**config.mk**
```make
export PLATFORM = sky130hd
export DESIGN_NAME = isa_encoder
export DESIGN_NICKNAME = d
export VERILOG_FILES = /design/src/rtl/isa_encoder.sv
export SDC_FILE = /design/constraint.sdc
export NUM_CORES = 1
export LEC_CHECK = 0
export CORE_MARGIN = 3
export CORE_UTILIZATION = 46
export DETAILED_ROUTE_END_ITERATION = 7
export HOLD_SLACK_MARGIN = 0.02
export PLACE_DENSITY_LB_ADDON = 0.3
export SYNTH_ARGS = -nofsm -noshare
export SYNTH_HDL_FRONTEND = slang
export SYNTH_SLANG_ARGS = --single-unit
```
**constraint.sdc**
```tcl
create_clock -name clk -period 2.16 [get_ports clk]
set_input_delay 0.216 -clock clk [delete_from_list [all_inputs] [get_ports clk]]
set_output_delay 0.216 -clock clk [all_outputs]
set_load 0.01 [all_outputs]
```
**src/rtl/isa_encoder.sv**
```systemverilog
`default_nettype none
// ============================================================================
// Module      : isa_encoder
// Description : Streams assembler-level instructions (op, ra, rb, imm) into
//               an instruction memory as 9-bit machine words. A start pulse
//               opens a program load. Each accepted instruction is written
//               one cycle later at a write pointer that starts at START_ADDR.
//               The load ends on in_last, or on overflow at the top address.
// Macro       : ISA_ENCODER_BRANCH_EXPAND_EN - when defined, bne (op 110)
//               expands into {set imm} followed by {bne ra,rb}.
// Ports       : clk, reset_n (sync, active-low)
//               start                         - begin/restart a load
//               in_valid/in_ready             - instruction handshake
//               in_op/in_ra/in_rb/in_imm/in_last - instruction fields
//               wr_en/wr_addr/wr_data         - instruction-memory write
//               busy/done/ovf                 - status (ovf is sticky)
// Revision    : 1.0 - initial release
// ============================================================================
module isa_encoder #(
  parameter int ADDR_W     = 8,
  parameter int START_ADDR = 0
) (
  input  logic              clk,
  input  logic              reset_n,
  input  logic              start,
  input  logic              in_valid,
  output logic              in_ready,
  input  logic [2:0]        in_op,
  input  logic [2:0]        in_ra,
  input  logic [2:0]        in_rb,
  input  logic [5:0]        in_imm,
  input  logic              in_last,
  output logic              wr_en,
  output logic [ADDR_W-1:0] wr_addr,
  output logic [8:0]        wr_data,
  output logic              busy,
  output logic              done,
  output logic              ovf
);

  typedef enum logic [1:0] {
    S_IDLE = 2'd0,
    S_RUN  = 2'd1,
    S_EXP  = 2'd2,
    S_DONE = 2'd3
  } state_t;

  localparam logic [ADDR_W-1:0] C_PTR_INIT = ADDR_W'(START_ADDR);
  localparam logic [ADDR_W-1:0] C_PTR_MAX  = '1;

  state_t              state_q, state_d;
  logic [ADDR_W-1:0]   ptr_q, ptr_d;
  logic                wr_en_q, wr_en_d;
  logic [ADDR_W-1:0]   wr_addr_q, wr_addr_d;
  logic [8:0]          wr_data_q, wr_data_d;
  logic                ovf_q, ovf_d;
  logic                in_ready_q, in_ready_d;
  // Second word of an expanded branch, held through the EXP cycle.
  logic [8:0]          exp_word_q, exp_word_d;
  logic                exp_last_q, exp_last_d;

  logic                w_xfer;
  logic                w_at_max;
  logic [ADDR_W-1:0]   w_ptr_inc;
  logic [8:0]          w_enc;

  assign w_xfer    = in_valid & in_ready_q;
  assign w_at_max  = (ptr_q == C_PTR_MAX);
  // Pointer saturates at the top address; it never wraps.
  assign w_ptr_inc = w_at_max ? ptr_q : ptr_q + 1'b1;
  assign w_enc     = (in_op == 3'b111) ? {in_op, in_imm} : {in_op, in_ra, in_rb};

  always_comb begin
    state_d    = state_q;
    ptr_d      = ptr_q;
    wr_en_d    = 1'b0;
    wr_addr_d  = wr_addr_q;
    wr_data_d  = wr_data_q;
    ovf_d      = ovf_q;
    exp_word_d = exp_word_q;
    exp_last_d = exp_last_q;

    if (start) begin
      // Start wins over everything, including a same-cycle transfer.
      state_d = S_RUN;
      ptr_d   = C_PTR_INIT;
      ovf_d   = 1'b0;
    end else begin
      case (state_q)
        S_RUN: begin
          if (w_xfer) begin
            wr_en_d   = 1'b1;
            wr_addr_d = ptr_q;
            wr_data_d = w_enc;
            ptr_d     = w_ptr_inc;
`ifdef ISA_ENCODER_BRANCH_EXPAND_EN
            if (in_op == 3'b110) begin
              wr_data_d  = {3'b111, in_imm};
              exp_word_d = {in_op, in_ra, in_rb};
              exp_last_d = in_last;
              if (w_at_max) begin
                // No room for the branch word: drop it and flag overflow.
                ovf_d   = 1'b1;
                state_d = S_DONE;
              end else begin
                state_d = S_EXP;
              end
            end else
`endif
            if (in_last) begin
              state_d = S_DONE;
            end else if (w_at_max) begin
              ovf_d   = 1'b1;
              state_d = S_DONE;
            end
          end
        end
        S_EXP: begin
          wr_en_d   = 1'b1;
          wr_addr_d = ptr_q;
          wr_data_d = exp_word_q;
          ptr_d     = w_ptr_inc;
          if (exp_last_q) begin
            state_d = S_DONE;
          end else if (w_at_max) begin
            ovf_d   = 1'b1;
            state_d = S_DONE;
          end else begin
            state_d = S_RUN;
          end
        end
        default: begin
          // IDLE and DONE wait for start; instruction inputs are ignored.
        end
      endcase
    end

    // Registered from next state only, so in_valid never reaches in_ready.
    in_ready_d = (state_d == S_RUN);
  end

  always_ff @(posedge clk) begin
    if (!reset_n) begin
      state_q    <= S_IDLE;
      ptr_q      <= C_PTR_INIT;
      wr_en_q    <= 1'b0;
      wr_addr_q  <= '0;
      wr_data_q  <= '0;
      ovf_q      <= 1'b0;
      in_ready_q <= 1'b0;
      exp_word_q <= '0;
      exp_last_q <= 1'b0;
    end else begin
      state_q    <= state_d;
      ptr_q      <= ptr_d;
      wr_en_q    <= wr_en_d;
      wr_addr_q  <= wr_addr_d;
      wr_data_q  <= wr_data_d;
      ovf_q      <= ovf_d;
      in_ready_q <= in_ready_d;
      exp_word_q <= exp_word_d;
      exp_last_q <= exp_last_d;
    end
  end

  assign in_ready = in_ready_q;
  assign wr_en    = wr_en_q;
  assign wr_addr  = wr_addr_q;
  assign wr_data  = wr_data_q;
  assign ovf      = ovf_q;
  assign busy     = (state_q == S_RUN) || (state_q == S_EXP);
  assign done     = (state_q == S_DONE);

endmodule
`default_nettype wire
```
==> flow_summary_export.csv <==
group,metric,value,unit
outcome,status,"finished clean",
floorplanning,io-pin-count,42,
layout,drive_above_1_share,9.09,%
clock_tree,path_clk_slew,0.09,ns
min_path,hold_path.class,"flip-flop to flip-flop",
layout,post-route-util,66.6,%
detailed_routing,drtAntennaViolNets,0,
power_and_ir_drop,p_per_area,565,nW/um^2
sta,drv_slew,0,
grt,grt_antenna_before_repair,0,
detailed_routing,via_per_inst,5.56,
synthesis,synth_area,1380,um^2
grt,grt_pass1_wl,4890,um
layout,num-nets-final,211,
setup_path,worst_ep_required_time,1.94,ns
grt,grt_pass1_vias,1061,
clock_tree,clockRootBuffer,"clkbuf_4",
clock_tree,post-cts-setup-buffer-count,0,
clock_tree,clk_latency,0.33,ns
sta,fmax,0.495,GHz
grt,grt_start_max_net_pins,14,
sta,tightest_slew,0.452,ns
floorplanning,die_w,60.7,um
synthesis,syn_inst,140,
setup_path,arrival,1.81,ns
floorplanning,coreArea,2810,um^2
detailed_routing,routed_wl,3090,um
grt,grt_overflow_total,0,
power_and_ir_drop,ir_drop,0.408,mV
layout,num_antenna_cells,0,
synthesis,ys_warn_count,0,
sta,max_slew_margin,69.8,%
synthesis,ys_ff_latch,30,
sta,setup_viol,0,
synthesis,synth_cell_types,37,
place,port_buffers,41,
run,drv_cap,0,
detailed_routing,vias,1212,
layout,syn_to_final_growth,35.9,%
sta,finalSetupTns,0,ns
setup_path,startpoint_type,"flip-flop",
synthesis,seq_area_frac_synth,43.7,%
sta,finalHoldViolations,0,
power_and_ir_drop,p_leak,0.673,nW
clock_tree,holdBufCountCts,0,
detailed_routing,dr.pass1.iters,4,
sta,finalCritPeriodShare,93.6,%
synthesis,synth_edf_count,0,
synthesis,syn_avg_cell_area,9.82,um^2
clock_tree,tritoncts,"yes",
sta,worst_clock_skew,0.00392,ns
setup_path,crit_type,"flip-flop to primary output",
clock_tree,cts_sinks,30,
floorplanning,start_util,49.0,%
place,gp_congestion,0.868,
clock_tree,post_cts_resized,0,
detailed_routing,first_iter_violations,85,
place,dpl.hpwl,2400,um
synthesis,syn_nets,165,
synthesis,synth_flop_cell,"dfxtp_1",
floorplanning,row_count,19,
setup_path,cp_max_fo,6,
floorplanning,die_h,60.7,um
sta,min_period,2.02,ns
detailed_routing,drc,0,
setup_path,cp-end-kind,"primary output",
clock_tree,cts_max_level,2,
sta,grt_setup_unrepaired,"no",
clock_tree,cts_made_buffers,5,
floorplanning,dieArea,3680,um^2
clock_tree,clk_path_buf_depth,2,
detailed_routing,post_drt_wl_per_cell,14.2,um
synthesis,synthArstFlopShare,0,%
grt,track_usage,18.4,%
## worst max-delay path, stage by stage (launching register included)
cell,delay (ns)
dfxtp_1,0.38
inv_1,0.08
ha_1,0.43
clkdlybuf4s50_1,0.59
## worst paths after layout
| check | startpoint | to | slack (ns) | depth (start not counted) |
|---|---|---|---|---|
| min | wr_data[1] | wr_data[1] | 0.47 | 1 |
| max | state_q[0] | busy | 0.14 | 3 |
| min reg2reg | wr_data[1] | wr_data[1] | 0.47 | 1 |
| max reg2reg | state_q[0] | wr_data[4] | 0.24 | 6 |
## layout make-up
type | count | area (um^2)
multi-input cells | 99 | 722
well taps | 31 | 38.8
fillers | 231 | 936
flip-flops and latches | 30 | 601
clock buffers | 7 | 55.1
inverters | 8 | 30.0
repair buffers | 42 | 418
clock inverters | 1 | 5.00
## kinds of logic after synthesis
family / Yosys count / synth area share, %
AO/OA/AOI/OAI: 36 / 18.2
XOR/XNOR: 1 / 0.637
adder cells (fa/ha/maj): 5 / 4.55
buffers and inverters: 11 / 3.82
flip-flops: 30 / 43.7
multiplexers: 15 / 10.9
AND/OR/NAND/NOR: 42 / 18.2
## cells in the mapped netlist, types with 2 or more instances
cell	count	share of area [%]
o2bb2ai_1	6	3.8
a21boi_1	3	1.6
ha_1	5	4.5
nand4_1	3	1.4
a21oi_1	7	2.5
inv_1	8	2.2
mux2i_1	15	11
nor2_1	4	1.1
and3_1	2	0.91
o21ai_0	8	2.9
or3_1	5	2.3
nand3_1	11	4.0
nor2b_1	9	4.1
nand2_1	2	0.55
dfxtp_1	30	44
## state kept, by name, summed over array words and instances (netlist names)
register	count
ptr_q	8
state_q	2
ovf	1
wr_data	9
in_ready	1
wr_addr	8
wr_en	1
## through the flow
stage	worst slack (ns)	instances	power (W)	area (um^2)	hold slack, ns
floorplan	0.510	140	0.000654	1380	0.369
global placement	0.319	210	0.000719	1810	0.446
detailed placement	0.278	210	0.000723	1810	0.446
CTS	0.128	218	0.00108	1870	0.464
global route	0.0523	218	0.00111	1870	0.490
finish	0.138	218	0.00106	1870	0.468
## metal layers
metal | track usage [%] | wire length [um] | share of wire, % | vias to the layer above
li1 | - | - | - | 604
met1 | 21.8 | 1370 | 44 | 563
met2 | 28.5 | 1500 | 49 | 35
met3 | 8.30 | 154 | 5.0 | 10
met4 | 8.05 | 59 | 1.9 | 0
met5 | 0 | 0 | 0 | -
## layout by cell type, fill, tap and decap left out, types with 2 or more instances in the layout
master and instances:
clkdlybuf4s50_1 41, dfxtp_1 30, mux2i_1 15, nand3_1 11
nor2b_1 9, inv_1 8, o21ai_0 8, a21oi_1 7
o2bb2ai_1 6, or3_1 5, ha_1 5, clkbuf_4 5
nor2_1 4, nand4_1 3, a21boi_1 3, nand2_1 2
and3_1 2
## where the power goes
part           internal (W)  switching [W]
Combinational     0.0000780      0.0000605
Sequential         0.000564     0.00000827
Clock              0.000157       0.000189
Total              0.000799       0.000257
(Power assumes the default switching activity.)
==> edit, RTL diff (same settings) <==
`wr_data_q` no longer has a reset.
--- a/src/rtl/isa_encoder.sv
+++ b/src/rtl/isa_encoder.sv
@@ -145,7 +145,6 @@
       ptr_q      <= C_PTR_INIT;
       wr_en_q    <= 1'b0;
       wr_addr_q  <= '0;
-      wr_data_q  <= '0;
       ovf_q      <= 1'b0;
       in_ready_q <= 1'b0;
       exp_word_q <= '0;
@@ -155,12 +154,15 @@
       ptr_q      <= ptr_d;
       wr_en_q    <= wr_en_d;
       wr_addr_q  <= wr_addr_d;
-      wr_data_q  <= wr_data_d;
       ovf_q      <= ovf_d;
       in_ready_q <= in_ready_d;
       exp_word_q <= exp_word_d;
       exp_last_q <= exp_last_d;
     end
+  end
+
+  always_ff @(posedge clk) begin
+    wr_data_q <= wr_data_d;
   end
 
   assign in_ready = in_ready_q;
Formal check against the unedited RTL: differs if reset_n is asserted again (counterexample within 4 cycles, from zero or initial values and one cycle with reset_n low); with reset_n held inactive, the same outputs for 10 cycles.
==> edit against the unedited design <==
Synthesized area is 2.4% lower. Power is 2.9% lower. Final area is 1.2% lower. Fmax is 3.1% higher. Sequential cell count stayed put. Setup slack better by 0.062 ns. Wire length is 8.2% lower. Die area is 2.1% lower. Largest power group unchanged.
==> edit: results (changes against the unedited design) <==
status: "completed"  # unchanged
dr.pass1.iters: 4  # unchanged
multi_input_area_um2: 615.6  # was 721.9 um^2
synth_warnings: 0  # unchanged
cp_max_fo: 7  # was 6
p_leak_uw: 0.0006801  # was 0.0006732 uW
port_buffers: 41  # unchanged
root_buffer: "clkbuf_4"  # unchanged
gp_congestion: 0.8681  # was 0.8679
antenna_found_initial: 0  # unchanged
layout.cells.non_filler: 208  # was 218
grt_pass1_vias: 1077  # was 1061
nFillCells: 212  # was 231
largest_register_ff_count: 9  # unchanged
htree_levels: 2  # unchanged
hpwl_um: 2174  # was 2404 um
cp_data_arrival_time_ns: 1.74  # was 1.81 ns
cts_buffer_depth: 2  # unchanged
grt_pass1_wl_um: 4581  # was 4885 um
grt_usage_pct: 17.20  # was 18.36%
grt_start_max_net_pins: 13  # was 14
dr.first_iter.drc_count: 28  # was 85
syn-instance-count: 130  # was 140
fmax_ghz: 0.5102  # was 0.4946 GHz
synthTopCellsByCount: "dfxtp_1, mux2i_1, nor2b_1"  # was dfxtp_1, mux2i_1, nand3_1
hp-class: "reg -> reg"  # unchanged
synthFlopType: "dfxtp_1"  # unchanged
finClkSkew_ns: 0.01525  # was 0.003920 ns
syn_nets: 155  # was 165
antenna_cells: 0  # unchanged
dp_cells: 200  # was 210
vias: 1107  # was 1212
drive_gt1_share_pct: 7.303  # was 9.091%
cts_setup_buffers: 0  # unchanged
synth_area_leaders: "dfxtp_1, edfxtp_1, mux2i_1, nor2b_1, ha_1"  # was dfxtp_1, mux2i_1, ha_1, nor2b_1, nand3_1
worstMarginPinSlew_ns: 0.4582  # was 0.4522 ns
ys_seq_area_share_pct: 51.44  # was 43.68%
synth_edf_count: 9  # was 0
insertion_delay_ns: 0.33  # about the same
cts_buffers: 5  # unchanged
peakVddDrop_mv: 0.5039  # was 0.4079 mV
wl_um: 2836  # was 3088 um
ys_types: 30  # was 37
-- edit: metal layers --
layer	global-route usage [%]	wire length (um)
met5	0	0
met4	10.13	84
met3	5.832	237
met2	28.70	1379
met1	18.73	1134
-- edit: cells by family (layout without fill, tap and decap cells) --
logic type | count (synthesis) | count (layout) | synth area share [%]
buffers and inverters | 9 | 57 | 2.703
AO/OA/AOI/OAI | 26 | 26 | 12.02
flip-flops | 30 | 30 | 51.44
multiplexers | 14 | 14 | 10.44
XOR/XNOR | 1 | 1 | 0.6525
adder cells (fa/ha/maj) | 5 | 5 | 4.660
AND/OR/NAND/NOR | 45 | 45 | 18.08
-- edit: where the power goes --
group | internal, uW | leakage, uW | total [uW] | switching, uW
Clock | 124 | 0.0000320 | 310 | 186
Combinational | 71.0 | 0.000396 | 120 | 49.3
Sequential | 591 | 0.000252 | 596 | 4.86
-- edit: cell type report --
class                   count  area share (%)
clock buffers               6           2.236
clock inverters             2          0.5420
inverters                   5           1.016
multi-input cells          91           33.33
flip-flops and latches     30           37.40
well taps                  30           2.033
repair buffers             44           23.44
-- edit: metrics by stage --
| step | hold WS (ns) | worst slack, ns | util, % | cell area, um^2 |
|---|---|---|---|---|
| 5_1_grt | 0.5196 | 0.1067 | 70.69 | 1847 |
| 3_3_place_gp | 0.4516 | 0.3670 | 68.73 | 1795 |
| 6_report | 0.4887 | 0.1998 | 70.69 | 1847 |
| 4_1_cts | 0.4929 | 0.1927 | 70.69 | 1847 |
| 2_1_floorplan | 0.3731 | 0.4964 | - | 1343 |
| 3_5_place_dp | 0.4713 | 0.3083 | 68.73 | 1795 |
-- edit: worst paths after layout --
path         slack (ns)                     to                  start  depth (start not counted)
max                0.20                   busy  state_q[1]$_SDFF_PN0_                          3
min                0.49       ovf$_SDFFE_PP0P_       ovf$_SDFFE_PP0P_                          1
max reg2reg        0.27  ptr_q[3]$_SDFFE_PP0P_  state_q[1]$_SDFF_PN0_                          6
min reg2reg        0.49       ovf$_SDFFE_PP0P_       ovf$_SDFFE_PP0P_                          1
-- edit: worst max-delay path, stage by stage (launching register included) --
cell	delay [ns]
dfxtp_1	0.39
inv_1	0.08
ha_1	0.38
clkdlybuf4s50_1	0.58
